File: src/rtl/puf_challenge_sequencer.sv
// Arbiter-PUF challenge sequencer: runs VOTE_N launch/settle/sample races per request
// and returns a majority-voted response bit with a stability flag.
module puf_challenge_sequencer #(
  parameter int unsigned CHAL_W     = 64,
  parameter int unsigned SETTLE_CYC = 8,
  parameter int unsigned VOTE_N     = 7,
  parameter int unsigned ONES_W     = $clog2(VOTE_N + 1)
) (
  input  logic              clk,
  input  logic              rst_n,
  input  logic              req_valid,
  output logic              req_ready,
  input  logic [CHAL_W-1:0] req_chal,
  output logic [CHAL_W-1:0] puf_chal,
  output logic              puf_launch,
  input  logic              puf_resp,
  output logic              rsp_valid,
  input  logic              rsp_ready,
  output logic              rsp_bit,
  output logic [ONES_W-1:0] rsp_ones,
  output logic              rsp_stable,
  output logic              busy
);

  localparam int unsigned CntW = (SETTLE_CYC > 1) ? $clog2(SETTLE_CYC) : 1;
  localparam logic [CntW-1:0]   CntLast = CntW'(SETTLE_CYC - 1);
  localparam logic [ONES_W-1:0] VoteN   = ONES_W'(VOTE_N);
  localparam logic [ONES_W-1:0] HalfN   = ONES_W'(VOTE_N / 2);

  typedef enum logic [2:0] {
    StIdle,
    StArm,
    StFire,
    StSample,
    StDone
  } state_e;

  state_e              r_state, w_state_d;
  logic [CntW-1:0]     r_cnt, w_cnt_d;
  logic [ONES_W-1:0]   r_trial, w_trial_d;
  logic [ONES_W-1:0]   r_ones, w_ones_d;
  logic [CHAL_W-1:0]   r_chal, w_chal_d;
  logic [1:0]          r_sync;
  logic                w_resp_s;
  logic [ONES_W-1:0]   w_trial_inc;

  // puf_resp is asynchronous to clk; only the second flop is ever consumed.
  assign w_resp_s    = r_sync[1];
  assign w_trial_inc = r_trial + ONES_W'(1);

  always_ff @(posedge clk or negedge rst_n) begin
    if (!rst_n) begin
      r_state <= StIdle;
      r_cnt   <= '0;
      r_trial <= '0;
      r_ones  <= '0;
      r_chal  <= '0;
      r_sync  <= '0;
    end else begin
      r_state <= w_state_d;
      r_cnt   <= w_cnt_d;
      r_trial <= w_trial_d;
      r_ones  <= w_ones_d;
      r_chal  <= w_chal_d;
      r_sync  <= {r_sync[0], puf_resp};
    end
  end

  always_comb begin
    w_state_d = r_state;
    w_cnt_d   = r_cnt;
    w_trial_d = r_trial;
    w_ones_d  = r_ones;
    w_chal_d  = r_chal;
    unique case (r_state)
      StIdle: begin
        if (req_valid) begin
          w_chal_d  = req_chal;
          w_ones_d  = '0;
          w_trial_d = '0;
          w_cnt_d   = '0;
          w_state_d = StArm;
        end
      end
      StArm: begin
        if (r_cnt == CntLast) begin
          w_cnt_d   = '0;
          w_state_d = StFire;
        end else begin
          w_cnt_d = r_cnt + CntW'(1);
        end
      end
      StFire: begin
        if (r_cnt == CntLast) begin
          w_cnt_d   = '0;
          w_state_d = StSample;
        end else begin
          w_cnt_d = r_cnt + CntW'(1);
        end
      end
      StSample: begin
        w_ones_d  = r_ones + ONES_W'(w_resp_s);
        w_trial_d = w_trial_inc;
        w_cnt_d   = '0;
        w_state_d = (w_trial_inc == VoteN) ? StDone : StArm;
      end
      StDone: begin
        if (rsp_ready) w_state_d = StIdle;
      end
      default: w_state_d = StIdle;
    endcase
  end

  // Launch stays high through SAMPLE so the arbiter output is captured on a settled race.
  assign req_ready  = (r_state == StIdle);
  assign busy       = (r_state != StIdle);
  assign puf_launch = (r_state == StFire) || (r_state == StSample);
  assign puf_chal   = r_chal;
  assign rsp_valid  = (r_state == StDone);
  assign rsp_ones   = rsp_valid ? r_ones : '0;
  assign rsp_bit    = rsp_valid && (r_ones > HalfN);
  assign rsp_stable = rsp_valid && ((r_ones == '0) || (r_ones == VoteN));

endmodule

File: config.mk
export PLATFORM = sky130hd
export DESIGN_NAME = puf_challenge_sequencer
export DESIGN_NICKNAME = d
export VERILOG_FILES = /design/src/rtl/puf_challenge_sequencer.sv
export SDC_FILE = /design/constraint.sdc
export NUM_CORES = 1
export LEC_CHECK = 0
export ABC_AREA = 1
export BUFFER_PORTS_ARGS = -buffer_cell sky130_fd_sc_hd__buf_2
export CORE_MARGIN = 2
export CORE_UTILIZATION = 48
export CTS_CLUSTER_SIZE = 28
export DETAILED_ROUTE_END_ITERATION = 12
export PLACE_DENSITY = 0.84
export SYNTH_ARGS = -nofsm -noshare
export SYNTH_HDL_FRONTEND = slang
export SYNTH_SLANG_ARGS = --single-unit
File: constraint.sdc
create_clock -name clk -period 1.3 [get_ports clk]
set_input_delay 0.065 -clock clk [delete_from_list [all_inputs] [get_ports clk]]
set_output_delay 0.065 -clock clk [all_outputs]
set_load 0.1 [all_outputs]
# Yosys cells after proc, flatten, opt, wreduce, memory -nomap -nowiden
# Cells that the tools add are included.
dict set report word_totals {
  output_inout_bits 73
  ram_bits 0
  latch_bits 0
  ff_bits 78
  romBits 0
  n_memories 0
}
dict set report classes {
  magnitude_cmp 1
  div 0
  bitwise 0
  muxes 12
  shift 0
  n_addsub 3
  multipliers 0
  reduce_logical 14
  n_eq_ne 11
}
# cell n
set op_table {}
lappend op_table {{3-bit 2-to-1 mux} 8}
lappend op_table {{3-bit one-hot mux with 5 select lines} 1}
lappend op_table {{3-bit equality test, second input constant} 4}
lappend op_table {{3-bit one-hot mux with 2 select lines} 2}
lappend op_table {{3-bit one-hot mux with 3 select lines} 1}
lappend op_table {{3-bit by 1-bit adder with 3-bit output, second input constant} 2}
lappend op_table {{3-bit by 2-bit equality test with 1-bit output, second input constant} 2}
lappend op_table {{3-bit logical NOT} 2}
lappend op_table {{2-bit != test, second input constant} 3}
lappend op_table {{2-bit AND reduction} 3}
lappend op_table {{3-bit nonzero test} 2}
lappend op_table {{4-bit AND reduction} 1}
lappend op_table {{3-bit by 1-bit adder with 3-bit output} 1}
lappend op_table {{3-bit by 1-bit equality test with 1-bit output, second input constant} 1}
lappend op_table {{3-bit by 2-bit greater-than comparator with 1-bit output, second input constant} 1}
lappend op_table {{1-bit logical AND} 2}
lappend op_table {{1-bit logical OR} 2}
lappend op_table {{2-bit by 1-bit != test with 1-bit output, second input constant} 1}
lappend op_table {{2-bit nonzero test} 1}
lappend op_table {{2-bit OR reduction} 1}

# Logic depth before layout (Yosys ltp)
dict set report logic_depth {
  ltp_word 4
  depth_mapped 8
  mapped_depth_nobuf 8
}

# Worst setup path before layout
# Ideal clock, no wire load.
dict set report synth_timing {
  kind {reg-to-output}
  from {register r_state[2]}
  to {output busy}
  path_buffers 0
  path_stages_with_launch 5
  arrival_time_ps 2834
  path_slack_ps -1599
  cell_sequence {dfrtp_1 nor2_4 inv_1 nor2_1 inv_1}
}
dict set report synth_between {
  elab_chain_len 1
}
# item line
set synth_lines {}
lappend synth_lines {{from (decl)} 38} ;# state_e r_state, w_state_d;
lappend synth_lines {{from (signal assigned)} 53} ;# r_state <= StIdle;
lappend synth_lines {{from (signal assigned)} 60} ;# r_state <= w_state_d;
lappend synth_lines {{3-bit nonzero test} 116} ;# assign busy = (r_state != StIdle);
lappend synth_lines {{to (decl)} 22} ;# output logic busy
# Every way passes these cells.

# Worst setup path after layout
dict set report layout_timing {
  from {register r_state[2]}
  to {register r_chal[21] (netlist: puf_chal[21])}
}
dict set report layout_between {
  elab_chain_len 2
}
# item line
set layout_lines {}
lappend layout_lines {{3-bit logical NOT} 75} ;# unique case (r_state)
lappend layout_lines {{2-bit AND reduction (no source line)} -}
lappend layout_lines {{to (signal assigned)} 64} ;# r_chal <= w_chal_d;
lappend layout_lines {{to (decl)} 42} ;# logic [CHAL_W-1:0] r_chal, w_chal_d;
# Every way passes these cells.
# A chain may end at the register's enable or synchronous reset.

==> qor_table.md <==
| Result | This run |
| --- | --- |
| Run status | finished with violations |
| Violated checks | setup timing |
| Row cnt | 30 |
| Worst slack after detailed placement | -0.0405 ns |
| Flop-to-flop setup slack | -0.24 ns |
| Post-synthesis register bit count | 78 |
| HPWL after detailed placement | 5.42 mm |
| Overall die area | 7880 um^2 |
| Hold Path Sink | r_state[2]$_DFFE_PN0P_ |
| Final GP Congestion | 0.856 |
| Clock sink total | 78 |
| Worst hold start | rsp_ready |
| Top-level port count | 142 |
| Setup ws final | -0.236 ns |
| CTS root buf | sky130_fd_sc_hd__clkbuf_8 |
| Area of the core region | 6870 um^2 |
| TritonCTS clock tree | yes |
| Type of the worst setup path | reg2reg |
| Wire length on met3 | 633 um |
| Hold Path Cell Cnt | 4 |
| Final ANT Viol Nets | 0 |
| Cells on worst reg2reg path | 7 |
| Max Clock Freq | 651 MHz |
| Worst skew pair latency | 0.34 ns |
| Largest net degree at the start of global routing | 53 |
| Violation count after the first detailed-route iteration | 251 |
| Share of layout cells above drive strength 1 | 50.9% |
| Detailed Routing Iterations Pass 1 | 5 |
| Final worst clock skew | 0.00998 ns |
| Most common cell in the synthesized netlist | sky130_fd_sc_hd__nand2_1 |
| CTS buffer count | 9 |
| Async set-reset flop share out of synthesis | 100% |
| Time the final worst path needs with I/O delays and setup | 1.54 ns |
| Final Cell Area | 5920 um^2 |
| Cell types with the highest counts after synthesis | sky130_fd_sc_hd__nand2_1, sky130_fd_sc_hd__inv_1, sky130_fd_sc_hd__dfrtp_1, sky130_fd_sc_hd__o21ai_2, sky130_fd_sc_hd__o21ai_1 |
| Crit. End Element | flop |
| Gate count of the mapped netlist | 362 |
| Critical path fanouts, max | 13 |
| Clock transition at path regs | 0.09 ns |
| Crit start category | flop |
| Count of final max-slew check failures | 0 |
| Via count of the first global-routing pass | 3334 |
| Maximum buffer depth of the clock tree | 2 |
| Highest metal used | met4 |
| Fraction of post-synthesis cell area in the top cell type by area | 56.6% |
| Critical register-to-register path startpoint | r_state[2]$_DFFE_PN0P_ |
| Remaining max-slew budget at the tightest pin | 64.8% |
| DR vias | 3457 |
| Global-route wire length before repair | 15.1 mm |
| RSZ-0062 raised after global routing | true |
| Worst EP arrival | 1.77 ns |
| Total wire length after detailed routing | 11.7 mm |
| Number of enable flip-flop cells after synthesis | 0 |
| Fill cells | 353 |
| Final hold violation count | 0 |
| Period utilization | 118% |
| Launch point of the worst path | r_state[2]$_DFFE_PN0P_ |
| Post-Route Hold Slack | 0.131 ns |
| Pin slew with the least headroom to its limit | 0.532 ns |
| Per-cell via count in the routed design | 4.96 |
| # port buffers | 141 |
| Die boundary width | 88.8 um |
| GR Util All Layers | 25.0% |
| Net count of the finished layout | 671 |
| Avg Inst Size Synth | 9.53 um^2 |
| Overall die height | 88.8 um |
| Congestion Overflow GR | 0 |
| Antenna diode count | 0 |
| Placed Instance Area | 4460 um^2 |
| Deepest level of the CTS H-tree | 3 |
| Largest area contributor in the synthesized netlist | sky130_fd_sc_hd__dfrtp_1 |
| Initial core utilization | 50.2% |
| Worst r2r dst | puf_chal[21]$_DFFE_PN0P_ |
| Max-cap violations | 0 |
| Main flop type after synthesis | sky130_fd_sc_hd__dfrtp_1 |
| Number of distinct library cells after synthesis | 19 |
| Nets in the synthesized netlist | 437 |
| Initial antenna violation count | 0 |
| Sequential element share of the synthesized area | 56.6% |
| Number of remaining DRC errors | 0 |
| M1 WL | 4.31 mm |
| Count of warnings emitted by yosys | 0 |
| Layout overhead on the synthesized area | 71.5% |
| Most area-consuming cells after synthesis | sky130_fd_sc_hd__dfrtp_1, sky130_fd_sc_hd__o21ai_2, sky130_fd_sc_hd__nand2_1 |
| Mean routed wirelength per cell | 16.8 um |
| Data required time of the critical path | 1.53 ns |
| Final setup violation count | 82 |
| Routed length on met2 | 6.32 mm |
| Worst hold path class | in2reg |
| Syn Std Cell Area | 3450 um^2 |
==> cell families after synthesis <==
family	synth area share (%)
flops	56.6
xor+xnor	0.254
buf+inv	12.7
simple gates	12.9
compound gates	15.4
fa+ha+maj	2.18
==> cell usage in the layout (no fill, tap or decap), types with 3 or more instances in the layout <==
cell,netlist,final
sky130_fd_sc_hd__buf_12,0,12
sky130_fd_sc_hd__buf_2,0,130
sky130_fd_sc_hd__buf_4,1,9
sky130_fd_sc_hd__buf_6,11,10
sky130_fd_sc_hd__clkbuf_16,0,4
sky130_fd_sc_hd__clkbuf_8,0,12
sky130_fd_sc_hd__dfrtp_1,78,75
sky130_fd_sc_hd__dfrtp_2,0,3
sky130_fd_sc_hd__dlygate4sd3_1,0,66
sky130_fd_sc_hd__ha_1,6,6
sky130_fd_sc_hd__inv_1,79,72
sky130_fd_sc_hd__inv_2,1,5
sky130_fd_sc_hd__inv_6,0,3
sky130_fd_sc_hd__nand2_1,88,53
sky130_fd_sc_hd__nand2_2,1,25
sky130_fd_sc_hd__nand2_4,0,10
sky130_fd_sc_hd__nand3_1,12,6
sky130_fd_sc_hd__nand3_2,1,5
sky130_fd_sc_hd__nor2_4,1,8
sky130_fd_sc_hd__o21ai_0,11,5
sky130_fd_sc_hd__o21ai_1,16,11
sky130_fd_sc_hd__o21ai_2,44,54
==> registers in the layout, summed over array words and instances, names as in the netlist <==
signal / count
puf_chal: 64
r_cnt: 3
r_ones: 3
r_state: 3
r_trial: 3
r_sync: 2
==> layer usage <==
metal / vias to the layer above / GRT usage (%)
met5: - / 0
met4: 0 / 11.2
met3: 46 / 4.94
met2: 171 / 45.1
met1: 1654 / 28.6
li1: 1586 / -
==> through the flow <==
stage | utilization (%) | cells | setup TNS [ns]
6_report | 86.1 | 697 | -13.08
5_1_grt | 86.1 | 697 | -16.41
4_1_cts | 80.3 | 684 | -5.48
3_5_place_dp | 64.9 | 594 | -0.0971
3_3_place_gp | 64.9 | 594 | 0
2_1_floorplan | - | 362 | -2.34
==> worst max-delay path by stage <==
stage	to	slack (ns)	cells after the start
global route	puf_chal[21]$_DFFE_PN0P_	-0.28	7
floorplan	busy	-0.49	4
detailed placement	r_trial[0]$_DFFE_PN0P_	-0.04	5
CTS	rsp_stable	-0.17	4
finish	puf_chal[21]$_DFFE_PN0P_	-0.24	7
global placement	rsp_stable	0.08	5
==> cell type report <==
cell class	instances	area (um^2)	area share, %
Tap cell	96	120	2.03
Timing Repair Buffer	237	1960	33.1
Inverter	80	309	5.22
Clock inverter	4	35.0	0.592
Clock buffer	12	165	2.79
Sequential cell	78	1960	33.1
Multi-Input combinational cell	190	1380	23.2
==> repair_timing <==
item / 4_1_cts / 5_1_grt
resized for setup: 24 / 78
pin swaps: 5 / 9
hold endpoints to repair: 143 / 0
hold buffers: 66 / 0
gates cloned: 3 / 7
setup endpoints to repair: 12 / 84
buffers inserted: 6 / 8
==> critical path, stage by stage, from the launching register on <==
cell and delay (ns):
sky130_fd_sc_hd__dfrtp_2 0.46, sky130_fd_sc_hd__nor2_4 0.18, sky130_fd_sc_hd__buf_6 0.13, sky130_fd_sc_hd__nand3_4 0.15, sky130_fd_sc_hd__buf_6 0.19, sky130_fd_sc_hd__buf_12 0.15
sky130_fd_sc_hd__nand2_1 0.07, sky130_fd_sc_hd__o21ai_1 0.08
Power is not shown: default switching activity piles up to over one toggle a cycle in this logic, so the estimate is an artifact.
